[config.mk]
export PLATFORM = sky130hd
export DESIGN_NAME = window_3x3_scanner
export DESIGN_NICKNAME = d
export VERILOG_FILES = /design/src/rtl/window_3x3_scanner.sv
export SDC_FILE = /design/constraint.sdc
export NUM_CORES = 1
export LEC_CHECK = 0
export BUFFER_PORTS_ARGS = -buffer_cell sky130_fd_sc_hd__buf_2
export CAP_MARGIN = 10
export CORE_MARGIN = 2
export CORE_UTILIZATION = 39
export CTS_BUF_LIST = sky130_fd_sc_hd__clkbuf_8 sky130_fd_sc_hd__clkbuf_16
export DETAILED_ROUTE_END_ITERATION = 16
export PLACE_DENSITY_LB_ADDON = 0.3
export SLEW_MARGIN = 10
export SYNTH_ARGS = -nofsm -noshare
export SYNTH_HDL_FRONTEND = slang
export SYNTH_SLANG_ARGS = --single-unit
[constraint.sdc]
create_clock -name clk -period 23.4 [get_ports clk]
set_input_delay 3.51 -clock clk [delete_from_list [all_inputs] [get_ports clk]]
set_output_delay 3.51 -clock clk [all_outputs]
set_load 0.01 [all_outputs]
[src/rtl/window_3x3_scanner.sv]
// rtl/window_3x3_scanner.sv - 3x3 sliding-window scanner over three captured padded rows
//
// Captures three padded rows on a rows_valid pulse and presents one 3x3 window per
// column under a valid/ready handshake, then pulses conv_done (and frame_done on the
// last row set of a frame).
//
// Ports:
//   clk          - sole clock, rising edge
//   resetn       - synchronous reset, active high (1 resets the block)
//   row_1..row_3 - top/middle/bottom padded rows, W+2 elements of D*DATA_BITS each
//   rows_valid   - one-cycle pulse qualifying row_1..row_3
//   window       - 3x3 window, slot 3*r+k = row r, column col+k; zero outside SCAN
//   window_valid - window holds valid data (state is SCAN)
//   window_ready - downstream accepts the window
//   col          - column index of the current window
//   conv_done    - one-cycle pulse after the last window of a row set is accepted
//   frame_done   - conv_done of the H-th row set
//   overrun      - sticky: rows_valid arrived while not IDLE
module window_3x3_scanner #(
   parameter int DATA_BITS = 8,
   parameter int D         = 1,
   parameter int W         = 24,
   parameter int H         = 24
) (
   input  logic                            clk,
   input  logic                            resetn,
   input  logic [D*(W+2)*DATA_BITS-1:0]    row_1,
   input  logic [D*(W+2)*DATA_BITS-1:0]    row_2,
   input  logic [D*(W+2)*DATA_BITS-1:0]    row_3,
   input  logic                            rows_valid,
   output logic [9*D*DATA_BITS-1:0]        window,
   output logic                            window_valid,
   input  logic                            window_ready,
   output logic [$clog2(W)-1:0]            col,
   output logic                            conv_done,
   output logic                            frame_done,
   output logic                            overrun
);

   localparam int EW  = D * DATA_BITS;
   localparam int RW  = D * (W + 2) * DATA_BITS;
   localparam int CW  = $clog2(W);
   localparam int RCW = (H > 1) ? $clog2(H) : 1;

   typedef enum logic [1:0] {
      IDLE = 2'd0,
      SCAN = 2'd1,
      DONE = 2'd2
   } state_t;

   state_t state_q, state_d;

   logic [RW-1:0]  rows_q [3];
   logic [RCW-1:0] row_cnt_q;
   logic           accept;
   logic           last_col;

   assign window_valid = (state_q == SCAN);
   assign accept       = window_valid && window_ready;
   assign last_col     = (col == CW'(W - 1));
   assign conv_done    = (state_q == DONE);
   assign frame_done   = (state_q == DONE) && (row_cnt_q == RCW'(H - 1));

   // State register
   always_ff @(posedge clk) begin
      if (resetn) begin
         state_q <= IDLE;
      end else begin
         state_q <= state_d;
      end
   end

   // Next-state logic; DONE always lasts exactly one cycle
   always_comb begin
      state_d = state_q;
      case (state_q)
         IDLE:    if (rows_valid) state_d = SCAN;
         SCAN:    if (accept && last_col) state_d = DONE;
         DONE:    state_d = IDLE;
         default: state_d = IDLE;
      endcase
   end

   // Captured rows, column, row counter and overrun flag
   always_ff @(posedge clk) begin
      if (resetn) begin
         rows_q[0] <= '0;
         rows_q[1] <= '0;
         rows_q[2] <= '0;
         col       <= '0;
         row_cnt_q <= '0;
         overrun   <= 1'b0;
      end else begin
         if (rows_valid && state_q == IDLE) begin
            rows_q[0] <= row_1;
            rows_q[1] <= row_2;
            rows_q[2] <= row_3;
            col       <= '0;
         end
         if (accept) begin
            col <= last_col ? '0 : col + CW'(1);
         end
         if (state_q == DONE) begin
            row_cnt_q <= (row_cnt_q == RCW'(H - 1)) ? '0 : row_cnt_q + RCW'(1);
         end
         // Rows arriving mid-scan are dropped; the flag tells software data was lost
         if (rows_valid && state_q != IDLE) begin
            overrun <= 1'b1;
         end
      end
   end

   // Window mux: elements col, col+1, col+2 of each captured row
   always_comb begin
      window = '0;
      if (state_q == SCAN) begin
         for (int r = 0; r < 3; r++) begin
            for (int k = 0; k < 3; k++) begin
               window[EW*(3*r+k) +: EW] = rows_q[r][EW*(int'(col)+k) +: EW];
            end
         end
      end
   end

endmodule

==> results.ini, run 1 <==
[outcome]
outcome=complete, no violations

[timing]
setup_viol=0
fmax_ghz=0.110
period_minus_slack_ps=9080
finalClockSkew_ps=25.3
grt_setup_unrepaired=no
hold_violations=0
tightest_slew_ps=1290
max_slew_margin_pct=11.5
period_share_pct=38.8
finalSetupTns_ps=0
slew_viol_final=0

[synthesis]
syn-num-nets=3445
synth_area_leaders=edfxtp_1 49%, mux4_2 16%, and2_1 10%, mux2i_1 6.6%, nand2_1 1.6%
synth_simple_gate_area_share_pct=14.1
synth_top_family_by_area=multiplexers
ys_seq_elements=637
synth_area_um2=37900
ys_seq_area_share_pct=50.2
synth_edf_count=624
synth_mux_area_share_pct=23.5
synthArstFlopShare_pct=0
synth-compound-area-share_pct=8.07
syn_inst=2815
netlist_top_cells_count=626 x and2_1, 624 x edfxtp_1, 266 x mux4_2
synth-adder-area-share_pct=0.0661
synth_top_area_share_pct=49.5
yosysMostFrequentCell=and2_1
postSynthAreaPerCell_um2=13.5
synth.distinct_cells=74
ys.flop_type=edfxtp_1
yosys_warnings=0
synth_top_area_cell=edfxtp_1
synth_xor_area_share_pct=0.0694

[worst_setup_path]
r2r-end=rows_q[0][390]$_SDFFCE_PN0P_
worstReg2RegStart=state_q[0]$_SDFFE_PP0P_
critPathCaptureType=primary output
path_max_fanout=151
cp_common_cell=buf_12
max_stage_delay_ps=950
endpoint=window[52]
path_cells=buf_12 -> buf_12 -> buf_4 -> mux2i_1 -> mux2_2 -> o22ai_1 -> a211oi_1 -> a31oi_1 -> buf_2
cp_slowest_cell=buf_4
arrival_ps=5570
r2r_slack_ps=18460
startpoint_type=register
cp-startpoint=col[1]$_SDFFE_PP0P_
cp.required_ps=19890
rr_worst_depth=7
crit_type=reg -> out

[cts]
cts_buffers=74
htree_levels=3
clock_latency_ps=660
cts_tree=yes
postCtsSetupBuffers=0
clockBufferDepth=3
cts.reportedPaths.clkPinSlew_ps=60
cts_sinks=637
clockRootBuffer=clkbuf_16
hold_buffers=0
cts_resized=0

[worst_hold_path]
worstHoldPathType=reg -> reg

[detailed_routing]
routed_via_density=6.10
postRouteAntennaNets=0
drtIter0Drc=3825
drt_first_pass_iters=6
wire_per_inst_um=32.2
drt-total-wl_um=153000
drc=0
dr_total_vias=29000

[place]
dp_hpwl_um=112000
gp_congestion=0.966
place_inst=4608
portBuffers=708

[floorplanning]
die_h_um=316
core_area_um2=96400
io_pins=709
dieArea_um2=99600
fp.dieW_um=316
start_util_pct=39.3
rows=114

[final_layout]
nNetsFinal=4038
final_cells=4749
drive_gt1_share_pct=35.3
fillerInstances=8836
syn_to_final_growth_pct=17.8

[global_route]
grt_pass1_vias=27800
grt_overflow_total=0
grt_max_degree=254
grt_first_pass_wirelength_um=209000
gr-usage-all-layers_pct=30.0
antenna_found_initial=15

[power]
ir_worst_vdd_uv=44.1
leakagePower_nw=16.6
power.density_nw_per_um2=69.8

[job]
maxCapViolCount=0

[where the power goes]
part / internal, mW / total [mW] / switching, mW / leakage, nW
Clock: 0.718 / 1.22 / 0.499 / 1.26
Sequential: 1.37 / 1.46 / 0.0936 / 6.85
Combinational: 0.199 / 0.432 / 0.233 / 8.49
[layout by cell type, fill, tap and decap left out, types with 12 or more instances in the layout]
cell	synthesis	final
buf_2	47	708
o21ai_0	46	46
a22oi_1	65	65
and2_1	626	627
nand2_1	161	161
buf_4	43	48
o21ai_1	14	14
a22o_1	29	29
edfxtp_1	624	624
o221ai_1	15	15
o22ai_1	46	46
inv_1	4	14
a21oi_1	80	80
mux4_2	266	266
nor3_1	15	15
mux2_2	35	35
a31oi_1	22	22
clkinv_1	1	12
clkbuf_16	0	76
nor2b_1	23	21
nor2_2	4	12
nor2_1	56	47
a32oi_1	18	18
mux2i_1	251	251
a211oi_1	20	20
[state kept, by name, summed over array words and instances (netlist names)]
name,cells
row_cnt_q,5
rows_q,624
state_q,2
overrun,1
col,5
[worst min path at each step]
stage / end / cells past startpoint / start
2_1_floorplan: overrun$_SDFFE_PP0P_ / 2 / overrun$_SDFFE_PP0P_
3_3_place_gp: overrun$_SDFFE_PP0P_ / 2 / overrun$_SDFFE_PP0P_
3_5_place_dp: overrun$_SDFFE_PP0P_ / 2 / overrun$_SDFFE_PP0P_
4_1_cts: overrun$_SDFFE_PP0P_ / 2 / overrun$_SDFFE_PP0P_
5_1_grt: overrun$_SDFFE_PP0P_ / 2 / overrun$_SDFFE_PP0P_
6_report: overrun$_SDFFE_PP0P_ / 2 / overrun$_SDFFE_PP0P_
[layer usage]
metal | GRT usage, % | routed length [um]
met1 | 39.5 | 59300
met2 | 47.4 | 70800
met3 | 5.75 | 14700
met4 | 14.9 | 8210
met5 | 0 | 56
[critical path, delay by kind of cell, from the launching register on]
kind | cells | cell delay, ps
DFF | 1 | 860
muxes | 2 | 540
AOI/OAI and AO/OA | 3 | 630
buffers and inverters | 4 | 2350
[through the flow]
step           hold slack, ps  util [%]  setup WS [ps]  cell area (um^2)  power (mW)
3_3_place_gp              441      43.6          15250             42100        1.91
3_5_place_dp              436      43.6          15140             42100        1.91
4_1_cts                   444      46.2          14480             44600        3.12
5_1_grt                   466      46.2          14180             44600        3.19
6_report                  446      46.3          14320             44600        3.11
2_1_floorplan             470         -           3930             37900        1.76
[logic make-up (layout without fill, tap and decap cells)]
| family | count (synthesis) | after routing |
|---|---|---|
| AO/OA/AOI/OAI | 435 | 435 |
| XOR/XNOR | 3 | 3 |
| other | 0 | 8 |
| multiplexers | 553 | 553 |
| buffers and inverters | 251 | 901 |
| adder cells (fa/ha/maj) | 2 | 2 |
| flip-flops | 637 | 637 |
| AND/OR/NAND/NOR | 934 | 934 |
[layout make-up]
type                            count  area (um^2)  area share, %
Antenna cell                        8         20.0         0.0449
Timing Repair Buffer              762         4020           9.02
Clock inverter                     56          602           1.35
Multi-Input combinational cell   1927        17400           39.0
Inverter                            6         22.5         0.0505
Tap cell                         1276         1600           3.58
Sequential cell                   637        19000           42.6
Clock buffer                       77         1920           4.29
(Power assumes the default switching activity.)
==> run 2: changes to the inputs <==
clock period = 9.55 ns   (was 23.4 ns; I/O delays follow)
==> run 2 against run 1 <==
  * Via count is 0.73% lower
  * Register-to-register slack worse by 12000 ps
  * Largest power group unchanged
  * Sequential cell count stayed put
  * Setup slack worse by 11000 ps
  * Final cell count hardly changed
  * Count of clock-buffer cells in the layout is 5 higher
  * Utilization hardly changed
  * Routed wire length is 0.35% higher
  * Critical path depth is 2 lower
  * Sequential share of layout area hardly changed
==> results.ini, run 2 (same netlist as run 1, synthesis figures left out) <==
[detailed_routing]
dr_total_vias=28800
drc=0
postRouteAntennaNets=0
routed_via_density=6.05
drt_first_pass_iters=6
wire_per_inst_um=32.3
drtIter0Drc=3952
drt-total-wl_um=154000

[cts]
cts.reportedPaths.clkPinSlew_ps=60
hold_buffers=0
cts_resized=0
postCtsSetupBuffers=0
clock_latency_ps=660
htree_levels=3
cts_buffers=75
cts_tree=yes
clockBufferDepth=3
clockRootBuffer=clkbuf_16
cts_sinks=637

[final_layout]
largest_reg_flops=624
nNetsFinal=4041
reg.largest.list=rows_q (624), col (5), row_cnt_q (5)
syn_to_final_growth_pct=17.7
drive_gt1_share_pct=35.3
final_area_um2=44600
regMostFlops=rows_q
layout_commonest_cell=buf_2
fillerInstances=8874
final_cell_mix=708 x buf_2, 627 x and2_1, 624 x edfxtp_1

[worst_setup_path]
path_max_fanout=177
r2r_slack_ps=6320
cp.required_ps=8120
startpoint_type=register
arrival_ps=4730
crit_type=reg -> out
critPathCaptureType=primary output

[timing]
period_minus_slack_ps=6160
fmax_ghz=0.162
finalClockSkew_ps=24.7
setup_viol=0
slew_viol_final=0
max_slew_margin_pct=16.2
hold_violations=0
finalSetupTns_ps=0
period_share_pct=64.5
grt_setup_unrepaired=no
tightest_slew_ps=1260

[place]
portBuffers=708
dp_hpwl_um=115000
gp_congestion=0.952
postPlaceCellArea_um2=42100

[power]
ir_worst_vdd_uv=133
internal_power_mw=5.55
p_switching_mw=2.04
finalPower_mw=7.58
seq_power_share_pct=47.3
power.density_nw_per_um2=170
p_clk_share_pct=38.4
swShare_pct=26.9
leakagePower_nw=16.6
pwr-share-comb_pct=14.3

[global_route]
grt_pass1_vias=27900
antenna_found_initial=13
grt_overflow_total=0
gr-usage-all-layers_pct=30.1
grt_first_pass_wirelength_um=209000
grt_max_degree=205

[outcome]
outcome=complete, no violations

[floorplanning]
die_h_um=316
io_pins=709
start_util_pct=39.3
core_area_um2=96400
dieArea_um2=99600
rows=114
fp.dieW_um=316

[job]
maxCapViolCount=0

[worst_hold_path]
worstHoldPathType=reg -> reg

## run 2: power groups by stage
stage	logic (mW)	registers (mW)	clock network, mW
2_1_floorplan	0.672	3.53	0
3_3_place_gp	1.07	3.63	0
3_5_place_dp	1.07	3.63	0
4_1_cts	1.07	3.57	2.95
5_1_grt	1.14	3.60	3.05
6_report	1.08	3.59	2.91
## run 2: final timing paths
path	startpoint	to	depth (start not counted)
max	col[1]$_SDFFE_PP0P_	window[68]	7
min	overrun$_SDFFE_PP0P_	overrun$_SDFFE_PP0P_	2
max reg2reg	state_q[0]$_SDFFE_PP0P_	rows_q[0][509]$_SDFFCE_PN0P_	5
min reg2reg	overrun$_SDFFE_PP0P_	overrun$_SDFFE_PP0P_	2
## run 2: cell type report
type	instances	area (um^2)	area share, %
Sequential cell	637	19000	42.6
Timing Repair Buffer	764	4060	9.12
Inverter	6	22.5	0.0505
Clock buffer	82	2040	4.58
Antenna cell	3	7.51	0.0168
Multi-Input combinational cell	1927	17400	39.1
Tap cell	1276	1600	3.58
Clock inverter	55	419	0.940
## run 2: worst max-delay path, stage by stage (launching register included)
cell and delay, ps:
dfxtp_4 810, buf_12 640, buf_12 690, mux4_2 430
a22o_1 240, o21ai_1 260, o221ai_1 410, buf_2 290
## run 2: metal layers
metal	track usage, %	up-vias	share of wire [%]
met2	47.5	1888	46
met3	6.99	354	10
met4	14.1	16	5.2
li1	-	12100	-
met1	39.4	14400	38
met5	0	-	0.067
## run 2: stage by stage
stage	setup WS, ps	utilization, %	cells	hold slack, ps
after floorplan	3240	-	2815	470
after global placement	4160	43.7	4610	431
after detailed placement	4130	43.7	4610	442
after CTS	3440	46.2	4747	451
after global routing	3280	46.2	4747	485
final	3390	46.2	4750	453
